<file path="src/rtl/dmem_sram_ctrl_pkg.sv">
// Shared memory-op codes and access-size decoding for the data-memory SRAM controller.
package dmem_sram_ctrl_pkg;

  localparam logic [6:0] MEM_OP_NULL   = 7'd0;
  localparam logic [6:0] MEM_OP_WORD   = 7'd1;
  localparam logic [6:0] MEM_OP_HWORD  = 7'd2;
  localparam logic [6:0] MEM_OP_HWORDU = 7'd3;
  localparam logic [6:0] MEM_OP_BYTE   = 7'd4;
  localparam logic [6:0] MEM_OP_BYTEU  = 7'd5;

  typedef enum logic [1:0] {
    SZ_WORD,
    SZ_HALF,
    SZ_BYTE
  } acc_size_e;

  // Unknown codes fall back to a full-word access.
  function automatic acc_size_e op_size(input logic [6:0] op);
    case (op)
      MEM_OP_HWORD, MEM_OP_HWORDU: op_size = SZ_HALF;
      MEM_OP_BYTE, MEM_OP_BYTEU:   op_size = SZ_BYTE;
      default:                     op_size = SZ_WORD;
    endcase
  endfunction

endpackage

</file>
<file path="src/rtl/dmem_sram_ctrl_if.sv">
// MEM-stage side of the data-memory controller: request controls in, raw load word and stall out.
interface dmem_sram_ctrl_if;
  logic [31:0] mem_addr;
  logic        mem_op;
  logic        mem_wr;
  logic [6:0]  mem_op_type;
  logic [31:0] st_data;
  logic [31:0] ld_data;
  logic        stall;

  modport master (
    output mem_addr, mem_op, mem_wr, mem_op_type, st_data,
    input  ld_data, stall
  );

  modport slave (
    input  mem_addr, mem_op, mem_wr, mem_op_type, st_data,
    output ld_data, stall
  );
endinterface

</file>
<file path="src/rtl/dmem_st_align.sv">
// Store alignment: replicates store data across lanes and selects active-low byte enables.
module dmem_st_align
  import dmem_sram_ctrl_pkg::*;
(
  input  logic [31:0] st_data,
  input  logic [1:0]  addr_lo,
  input  logic [6:0]  op_type,
  output logic [31:0] dq,
  output logic [3:0]  be_n
);

  always_comb begin
    dq   = st_data;
    be_n = '0;
    case (op_size(op_type))
      SZ_HALF: begin
        dq   = {2{st_data[15:0]}};
        be_n = addr_lo[1] ? 4'b0011 : 4'b1100;
      end
      SZ_BYTE: begin
        dq   = {4{st_data[7:0]}};
        be_n = '1;
        be_n[addr_lo] = 1'b0;
      end
      default: begin
        dq   = st_data;
        be_n = '0;
      end
    endcase
  end

endmodule

</file>
<file path="src/rtl/dmem_sram_ctrl.sv">
// Multi-cycle asynchronous-SRAM access controller; stalls the pipeline until each access completes.
module dmem_sram_ctrl
  import dmem_sram_ctrl_pkg::*;
#(
  parameter int ADDR_W  = 18,
  parameter int RD_WAIT = 1,
  parameter int WR_WAIT = 1
) (
  input  logic              clk,
  input  logic              rst,
  dmem_sram_ctrl_if.slave   mem,
  output logic [ADDR_W-1:0] sram_addr,
  input  logic [31:0]       sram_dq_i,
  output logic [31:0]       sram_dq_o,
  output logic              sram_dq_t,
  output logic              sram_ce_n,
  output logic              sram_oe_n,
  output logic              sram_we_n,
  output logic [3:0]        sram_be_n
);

  localparam int RD_N = (RD_WAIT < 1) ? 1 : RD_WAIT;
  localparam int WR_N = (WR_WAIT < 1) ? 1 : WR_WAIT;
  localparam logic [15:0] RD_LOAD = 16'(RD_N - 1);
  localparam logic [15:0] WR_LOAD = 16'(WR_N - 1);

  typedef enum logic [2:0] {
    S_IDLE,
    S_RD,
    S_WR_SETUP,
    S_WR_PULSE,
    S_WR_HOLD,
    S_DONE
  } state_e;

  state_e              state, state_nx;
  logic [15:0]         cnt, cnt_nx;
  logic [ADDR_W-1:0]   addr_nx;
  logic [31:0]         dq_o_nx, ld_q, ld_nx;
  logic                dq_t_nx, ce_nx, oe_nx, we_nx;
  logic [3:0]          be_nx;
  logic [31:0]         align_dq;
  logic [3:0]          align_be;

  dmem_st_align u_align (
    .st_data (mem.st_data),
    .addr_lo (mem.mem_addr[1:0]),
    .op_type (mem.mem_op_type),
    .dq      (align_dq),
    .be_n    (align_be)
  );

  generate
    if (ADDR_W < 30) begin : g_unused_hi
      logic unused_addr_hi;
      assign unused_addr_hi = ^mem.mem_addr[31:ADDR_W+2];
    end
  endgenerate

  always_ff @(posedge clk or posedge rst) begin
    if (rst) begin
      state     <= S_IDLE;
      cnt       <= '0;
      sram_addr <= '0;
      sram_dq_o <= '0;
      sram_dq_t <= 1'b1;
      sram_ce_n <= 1'b1;
      sram_oe_n <= 1'b1;
      sram_we_n <= 1'b1;
      sram_be_n <= '1;
      ld_q      <= '0;
    end else begin
      state     <= state_nx;
      cnt       <= cnt_nx;
      sram_addr <= addr_nx;
      sram_dq_o <= dq_o_nx;
      sram_dq_t <= dq_t_nx;
      sram_ce_n <= ce_nx;
      sram_oe_n <= oe_nx;
      sram_we_n <= we_nx;
      sram_be_n <= be_nx;
      ld_q      <= ld_nx;
    end
  end

  // Next-state logic also computes the next value of every registered SRAM pin.
  always_comb begin
    state_nx = state;
    cnt_nx   = cnt;
    addr_nx  = sram_addr;
    dq_o_nx  = sram_dq_o;
    dq_t_nx  = sram_dq_t;
    ce_nx    = sram_ce_n;
    oe_nx    = sram_oe_n;
    we_nx    = sram_we_n;
    be_nx    = sram_be_n;
    ld_nx    = ld_q;
    case (state)
      S_IDLE: begin
        if (mem.mem_op) begin
          addr_nx = mem.mem_addr[ADDR_W+1:2];
          ce_nx   = 1'b0;
          if (!mem.mem_wr) begin
            oe_nx    = 1'b0;
            be_nx    = '0;
            cnt_nx   = RD_LOAD;
            state_nx = S_RD;
          end else begin
            dq_o_nx  = align_dq;
            be_nx    = align_be;
            dq_t_nx  = 1'b0;
            we_nx    = 1'b1;
            state_nx = S_WR_SETUP;
          end
        end
      end
      S_RD: begin
        if (cnt == '0) begin
          ld_nx    = sram_dq_i;
          ce_nx    = 1'b1;
          oe_nx    = 1'b1;
          be_nx    = '1;
          state_nx = S_DONE;
        end else begin
          cnt_nx = cnt - 16'd1;
        end
      end
      S_WR_SETUP: begin
        we_nx    = 1'b0;
        cnt_nx   = WR_LOAD;
        state_nx = S_WR_PULSE;
      end
      S_WR_PULSE: begin
        if (cnt == '0) begin
          we_nx    = 1'b1;
          state_nx = S_WR_HOLD;
        end else begin
          cnt_nx = cnt - 16'd1;
        end
      end
      S_WR_HOLD: begin
        ce_nx    = 1'b1;
        dq_t_nx  = 1'b1;
        be_nx    = '1;
        state_nx = S_DONE;
      end
      S_DONE:  state_nx = S_IDLE;
      default: state_nx = S_IDLE;
    endcase
  end

  assign mem.ld_data = ld_q;
  assign mem.stall   = !rst && (((state == S_IDLE) && mem.mem_op) ||
                                ((state != S_IDLE) && (state != S_DONE)));

endmodule

</file>
<file path="src/flat_wrapper.sv">
// flat-port wrapper written by rule: the top's interface ports become plain ports
module dmem_sram_ctrl_flat import dmem_sram_ctrl_pkg::*;
#(
  parameter int ADDR_W  = 18,
  parameter int RD_WAIT = 1,
  parameter int WR_WAIT = 1
)
  (clk, rst, sram_addr, sram_dq_i, sram_dq_o, sram_dq_t, sram_ce_n, sram_oe_n, sram_we_n, sram_be_n, mem_mem_addr, mem_mem_op, mem_mem_wr, mem_mem_op_type, mem_st_data, mem_ld_data, mem_stall);
  dmem_sram_ctrl_if mem_i ();
  input  logic clk;
  input  logic rst;
  output logic [ADDR_W-1:0] sram_addr;
  input  logic [31:0] sram_dq_i;
  output logic [31:0] sram_dq_o;
  output logic sram_dq_t;
  output logic sram_ce_n;
  output logic sram_oe_n;
  output logic sram_we_n;
  output logic [3:0] sram_be_n;
  input wire logic [$bits(mem_i.mem_addr)-1:0] mem_mem_addr;
  input wire logic [$bits(mem_i.mem_op)-1:0] mem_mem_op;
  input wire logic [$bits(mem_i.mem_wr)-1:0] mem_mem_wr;
  input wire logic [$bits(mem_i.mem_op_type)-1:0] mem_mem_op_type;
  input wire logic [$bits(mem_i.st_data)-1:0] mem_st_data;
  output wire logic [$bits(mem_i.ld_data)-1:0] mem_ld_data;
  output wire logic [$bits(mem_i.stall)-1:0] mem_stall;
  assign mem_i.mem_addr = mem_mem_addr;
  assign mem_i.mem_op = mem_mem_op;
  assign mem_i.mem_wr = mem_mem_wr;
  assign mem_i.mem_op_type = mem_mem_op_type;
  assign mem_i.st_data = mem_st_data;
  assign mem_ld_data = mem_i.ld_data;
  assign mem_stall = mem_i.stall;
  dmem_sram_ctrl #(.ADDR_W(ADDR_W), .RD_WAIT(RD_WAIT), .WR_WAIT(WR_WAIT)) u_core (.clk(clk), .rst(rst), .mem(mem_i), .sram_addr(sram_addr), .sram_dq_i(sram_dq_i), .sram_dq_o(sram_dq_o), .sram_dq_t(sram_dq_t), .sram_ce_n(sram_ce_n), .sram_oe_n(sram_oe_n), .sram_we_n(sram_we_n), .sram_be_n(sram_be_n));
endmodule
</file>
<file path="config.mk">
export PLATFORM = sky130hd
export DESIGN_NAME = dmem_sram_ctrl_flat
export DESIGN_NICKNAME = d
export VERILOG_FILES = /design/src/rtl/dmem_sram_ctrl_pkg.sv /design/src/rtl/dmem_sram_ctrl_if.sv /design/src/rtl/dmem_st_align.sv /design/src/rtl/dmem_sram_ctrl.sv /design/src/flat_wrapper.sv
export SDC_FILE = /design/constraint.sdc
export NUM_CORES = 1
export LEC_CHECK = 0
export CAP_MARGIN = 20
export CORE_MARGIN = 3
export CORE_UTILIZATION = 47
export DETAILED_ROUTE_END_ITERATION = 10
export PLACE_DENSITY = 0.95
export SYNTH_ARGS = -nofsm -noshare
export SYNTH_HDL_FRONTEND = slang
export SYNTH_SLANG_ARGS = --single-unit
</file>
<file path="constraint.sdc">
create_clock -name clk -period 9.6 [get_ports clk]
set_input_delay 2.88 -clock clk [delete_from_list [all_inputs] [get_ports clk]]
set_output_delay 2.88 -clock clk [all_outputs]
set_load 0.03 [all_outputs]
</file>
# After elaboration in Yosys (flattened, before gate mapping)
# Cells that the tools add are included.
[totals] in_bits=107 output_inout_bits=91 word_cells=88 regBits=109
[op_classes] n_lt_le_gt_ge=2 n_reduce_logical=26 n_bitwise=1 n_eq_ne=17 n_addsub=1 n_mux=31
[op_table] op="32-bit one-hot mux with 2 select lines" n=1
[op_table] op="16-bit two-way mux" n=3
[op_table] op="16-bit one-hot mux with 3 select lines" n=1
[op_table] op="16-bit logical NOT" n=1
[op_table] op="4-bit two-way mux" n=4
[op_table] op="16-bit by 1-bit subtractor with 16-bit output (second input constant)" n=1
[op_table] op="3-bit one-hot mux with 5 select lines" n=1
[op_table] op="7-bit by 2-bit == test with 1-bit output (second input constant)" n=2
[op_table] op="7-bit by 3-bit == test with 1-bit output (second input constant)" n=2
[op_table] op="4-bit one-hot mux with 3 select lines" n=1
[op_table] op="3-bit AND reduction" n=4
[op_table] op="4-bit AND reduction" n=3
[op_table] op="3-bit nonzero test" n=4
[op_table] op="1-bit two-way mux" n=9
[op_table] op="3-bit two-way mux" n=3
[op_table] op="2-bit inequality test (second input constant)" n=4
[op_table] op="4-bit one-hot mux with 2 select lines" n=1
[op_table] op="3-bit by 2-bit == test with 1-bit output (second input constant)" n=2
[op_table] op="1-bit one-hot mux with 3 select lines" n=2
[op_table] op="2-bit OR reduction" n=3
[op_table] op="1-bit logical AND" n=4
[op_table] op="2-bit by 1-bit inequality test with 1-bit output (second input constant)" n=2
[op_table] op="4-bit NOT" n=1
[op_table] op="1-bit one-hot mux with 2 select lines" n=2
[op_table] op="15 further kinds" n=17

# Longest topological paths before layout
[depth] word_depth=9 depth_mapped=8 ltp_nobuf=8

# By module
# From an unflattened synthesis, not the netlist that was laid out.
[hier_totals] hier_cells=443 area_unflattened_um2=5211.2
[modules_own_cells] module="dmem_sram_ctrl" instances=1 seq_area_each_um2=2737.6 cells_per_inst=347 area_each_um2=4660.7
[modules_own_cells] module="dmem_st_align" instances=1 seq_area_each_um2=0.0 cells_per_inst=96 area_each_um2=550.5

# Least setup slack after synthesis
# Ideal clock, no wire load.
[synth_path] kind="input port to output port" startpoint="input mem_mem_op" endpoint="output mem_stall" cell_stages=4 t_arrival_ps=3481 path_slack_ps=3239 t_required_ps=6720 n_path_buf=0 path_cell_list="nor3_1 a21oi_1 nor2_1 nor2_1"
[synth_between] elab_chain_len=3
[synth_lines] item="from (decl)" line_no="flat_wrapper.sv:21" rtl="input wire logic [$bits(mem_i.mem_op)-1:0] mem_mem_op;"
[synth_lines] item="1-bit logical AND" line_no="dmem_sram_ctrl.sv:153" rtl="assign mem.stall = !rst && (((state == S_IDLE) && mem.mem_op) ||"
[synth_lines] item="1-bit logical OR" line_no="dmem_sram_ctrl.sv:153"
[synth_lines] item="1-bit logical AND" line_no="dmem_sram_ctrl.sv:153"
[synth_lines] item="to (decl)" line_no="flat_wrapper.sv:26" rtl="output wire logic [$bits(mem_i.stall)-1:0] mem_stall;"
# Every way passes these cells.

# Worst setup path after layout
# Ends and elaborated chain as after synthesis.

==> flow_summary.toml <==
[outcome]
outcome = "completed"

[clock_tree]
cts-htree-levels = 3
hold_buffers = 0
numCtsBuffers = 9
clock_latency_ps = 370
clk_pin_slew_ps = 100
cts_resized = 0
post-cts-setup-buffers = 0
cts.sinks = 109
tritoncts = "built"
clockBufferDepth = 2
clockRootBuffer = "clkbuf_8"

[placed_design]
pre_cts_slack_ps = 2230
port_buffers = 184
hpwl_um = 10400
gp_congestion = 0.905
place_area_sq_mm = 0.00694

[synthesis]
synth_nets = 573
yosysSeqAreaShare_pct = 54.5
netlist_area_sq_mm = 0.00502
synth_most_common_cell = "nand2_1"
synth_area_leaders = "dfrtp_1, mux2_4, nand2_1, dfstp_2, o31ai_1"
synth_seq_cells = 109
syn_inst = 462
synth_area_leader_cell = "dfrtp_1"
avgSynthCellArea_sq_um = 10.9
yosys-top-cells-count = "nand2_1, dfrtp_1, mux2_4, nor2_1, o31ai_1"
synth_top_area_share_pct = 50.3
yosys_warnings = 0
synth_edf_count = 0
ys_types = 49
ys.flop_type = "dfrtp_1"
async_flop_share_pct = 100

[global_route]
grt_util_all_layers_pct = 22.8
grt_pass1_vias = 4320
grt_overflow = 0
grt_pass1_wl_um = 21600
grt_max_degree = 60
antenna_found_initial = 0

[route]
first_pass_iters = 5
ant_nets = 0
drt_wl_total_um = 13800
wl_per_cell_um = 17.8
vias = 4215
route.detailed.drc = 0
drt-vias-per-instance = 5.44
first_iter_violations = 368

[final_layout]
num-fill-cells = 731
final_design_area_no_fill_sq_mm = 0.00712
layout-drive-gt1-share_pct = 11.6
final_util_pct = 68.7
final_nets = 745
antennaDiodeCount = 0
syn_to_final_growth_pct = 41.8

[worst_setup_path]
cp_data_required_time_ps = 6720
cp.arrival_ps = 4480
crit_type = "in2out"
setup.worst_path.start_class = "primary input"
path_max_fanout = 7
crit_chain = "clkdlybuf4s50_1 -> nor3_1 -> a21oi_1 -> nor2_1 -> nor2_1 -> clkdlybuf4s50_1"
rrSetupSlack_ps = 6960
worstSetupEndpointType = "primary output"
timing.rr.start = "u_core.cnt[11]$_DFFE_PP0P_"
crit_slowest_cell = "clkdlybuf4s50_1"
r2r-end = "u_core.mem.ld_data[19]$_DFFE_PP0P_"
ff2ff_path_depth = 4
critPathMaxStageDelay_ps = 680

[power]
power_density_mw_per_mm2 = 228
vdd_drop_max_uv = 123
power_leakage_uw = 0.00318
p_total_uw = 1630

[sta]
relSlewSlack_pct = 30.2
fmax_ghz = 0.136
layout_worst_path_cycle_share_pct = 76.7
grt_setup_unrepaired = "no"
tns_ps = 0
slew_viol_final = 0
setup_viol = 0
setup_ws_ps = 2240
skew_ps = 17.0
worstMarginPinSlew_ps = 1040
layout_min_cycle_time_ps = 7360
finalHoldViolCount = 0

[run]
max_cap_viol_count = 0

[floorplanning]
coreArea_sq_mm = 0.0104
die_w_um = 109
rows = 37
start_util_pct = 48.4
dieArea_sq_mm = 0.0120
io-pin-count = 198
die-height_um = 109

[hold_path]
hold_depth = 2
hp-start = "u_core.sram_dq_t$_DFFE_PP1P_"
hold_end = "u_core.sram_dq_t$_DFFE_PP1P_"
min_path_type = "reg2reg"
## flip-flops by register name, summed over array words and instances (netlist names)
signal,count
u_core.sram_be_n,4
u_core.sram_we_n,1
u_core.state,3
u_core.cnt,16
u_core.sram_dq_t,1
u_core.sram_dq_o,32
u_core.sram_addr,18
u_core.mem.ld_data,32
u_core.sram_oe_n,1
u_core.sram_ce_n,1
## layout by cell type, fill, tap and decap left out, types with 5 or more instances in the layout
cell / count
a21oi_1: 10
a221oi_1: 8
a22oi_1: 8
clkbuf_8: 9
clkdlybuf4s50_1: 184
dfrtp_1: 101
dfstp_2: 8
inv_1: 8
mux2_2: 12
mux2_4: 28
nand2_1: 102
nand4_1: 5
nor2_1: 25
nor2b_1: 16
nor3_1: 8
o21ai_0: 20
o31ai_1: 21
xor2_1: 5
## power by group
part | internal, uW | leakage (uW) | switching, uW
Combinational | 307 | 0.00174 | 364
Sequential | 588 | 0.00135 | 99.3
Clock | 99.7 | 0.0000838 | 167
Total | 994 | 0.00318 | 631
## per-layer routing
layer / up-vias / wire length, um / part of all wire, % / track usage [%]
li1: 1953 / - / - / -
met1: 2047 / 5280 / 38 / 27.5
met2: 196 / 7210 / 52 / 41.0
met3: 19 / 1100 / 8.0 / 5.81
met4: 0 / 235 / 1.7 / 5.16
met5: - / 0 / 0 / 0
## per-stage QoR
step	hold WS [ps]	instances
detailed placement	450	759
floorplan	465	462
global placement	449	759
CTS	467	775
global route	484	775
finish	461	775
## logic make-up after synthesis
family,Yosys count,share of synthesized area [%]
compound gates,83,11.4
mux,42,11.5
simple gates,185,17.7
flops,109,54.5
buf+inv,34,3.02
xor+xnor,5,0.872
fa+ha+maj,4,0.997
## final cells by class
| class | count | area (sq um) | area share, % |
|---|---|---|---|
| flip-flops and latches | 109 | 2740 | 38.4 |
| multi-input cells | 319 | 2130 | 30.0 |
| repair buffers | 186 | 1860 | 26.1 |
| well taps | 136 | 170 | 2.39 |
| clock buffers | 10 | 128 | 1.79 |
| clock inverters | 6 | 58.8 | 0.826 |
| inverters | 9 | 36.3 | 0.509 |
## worst max-delay path, delay by kind of cell
| family | cells | cell delay (ps) |
|---|---|---|
| AOI/OAI and AO/OA | 1 | 130 |
| buffers and inverters | 2 | 1260 |
| and+or+nand+nor | 3 | 210 |
## how the worst max path moves through the flow
stage | start | to | slack (ps)
after floorplan | mem_mem_op | mem_stall | 3240
after global placement | mem_mem_op | mem_stall | 2240
after detailed placement | mem_mem_op | mem_stall | 2230
after CTS | mem_mem_op | mem_stall | 2230
after global routing | mem_mem_op | mem_stall | 2100
final | mem_mem_op | mem_stall | 2240
Power figures use the tool's default switching activity.
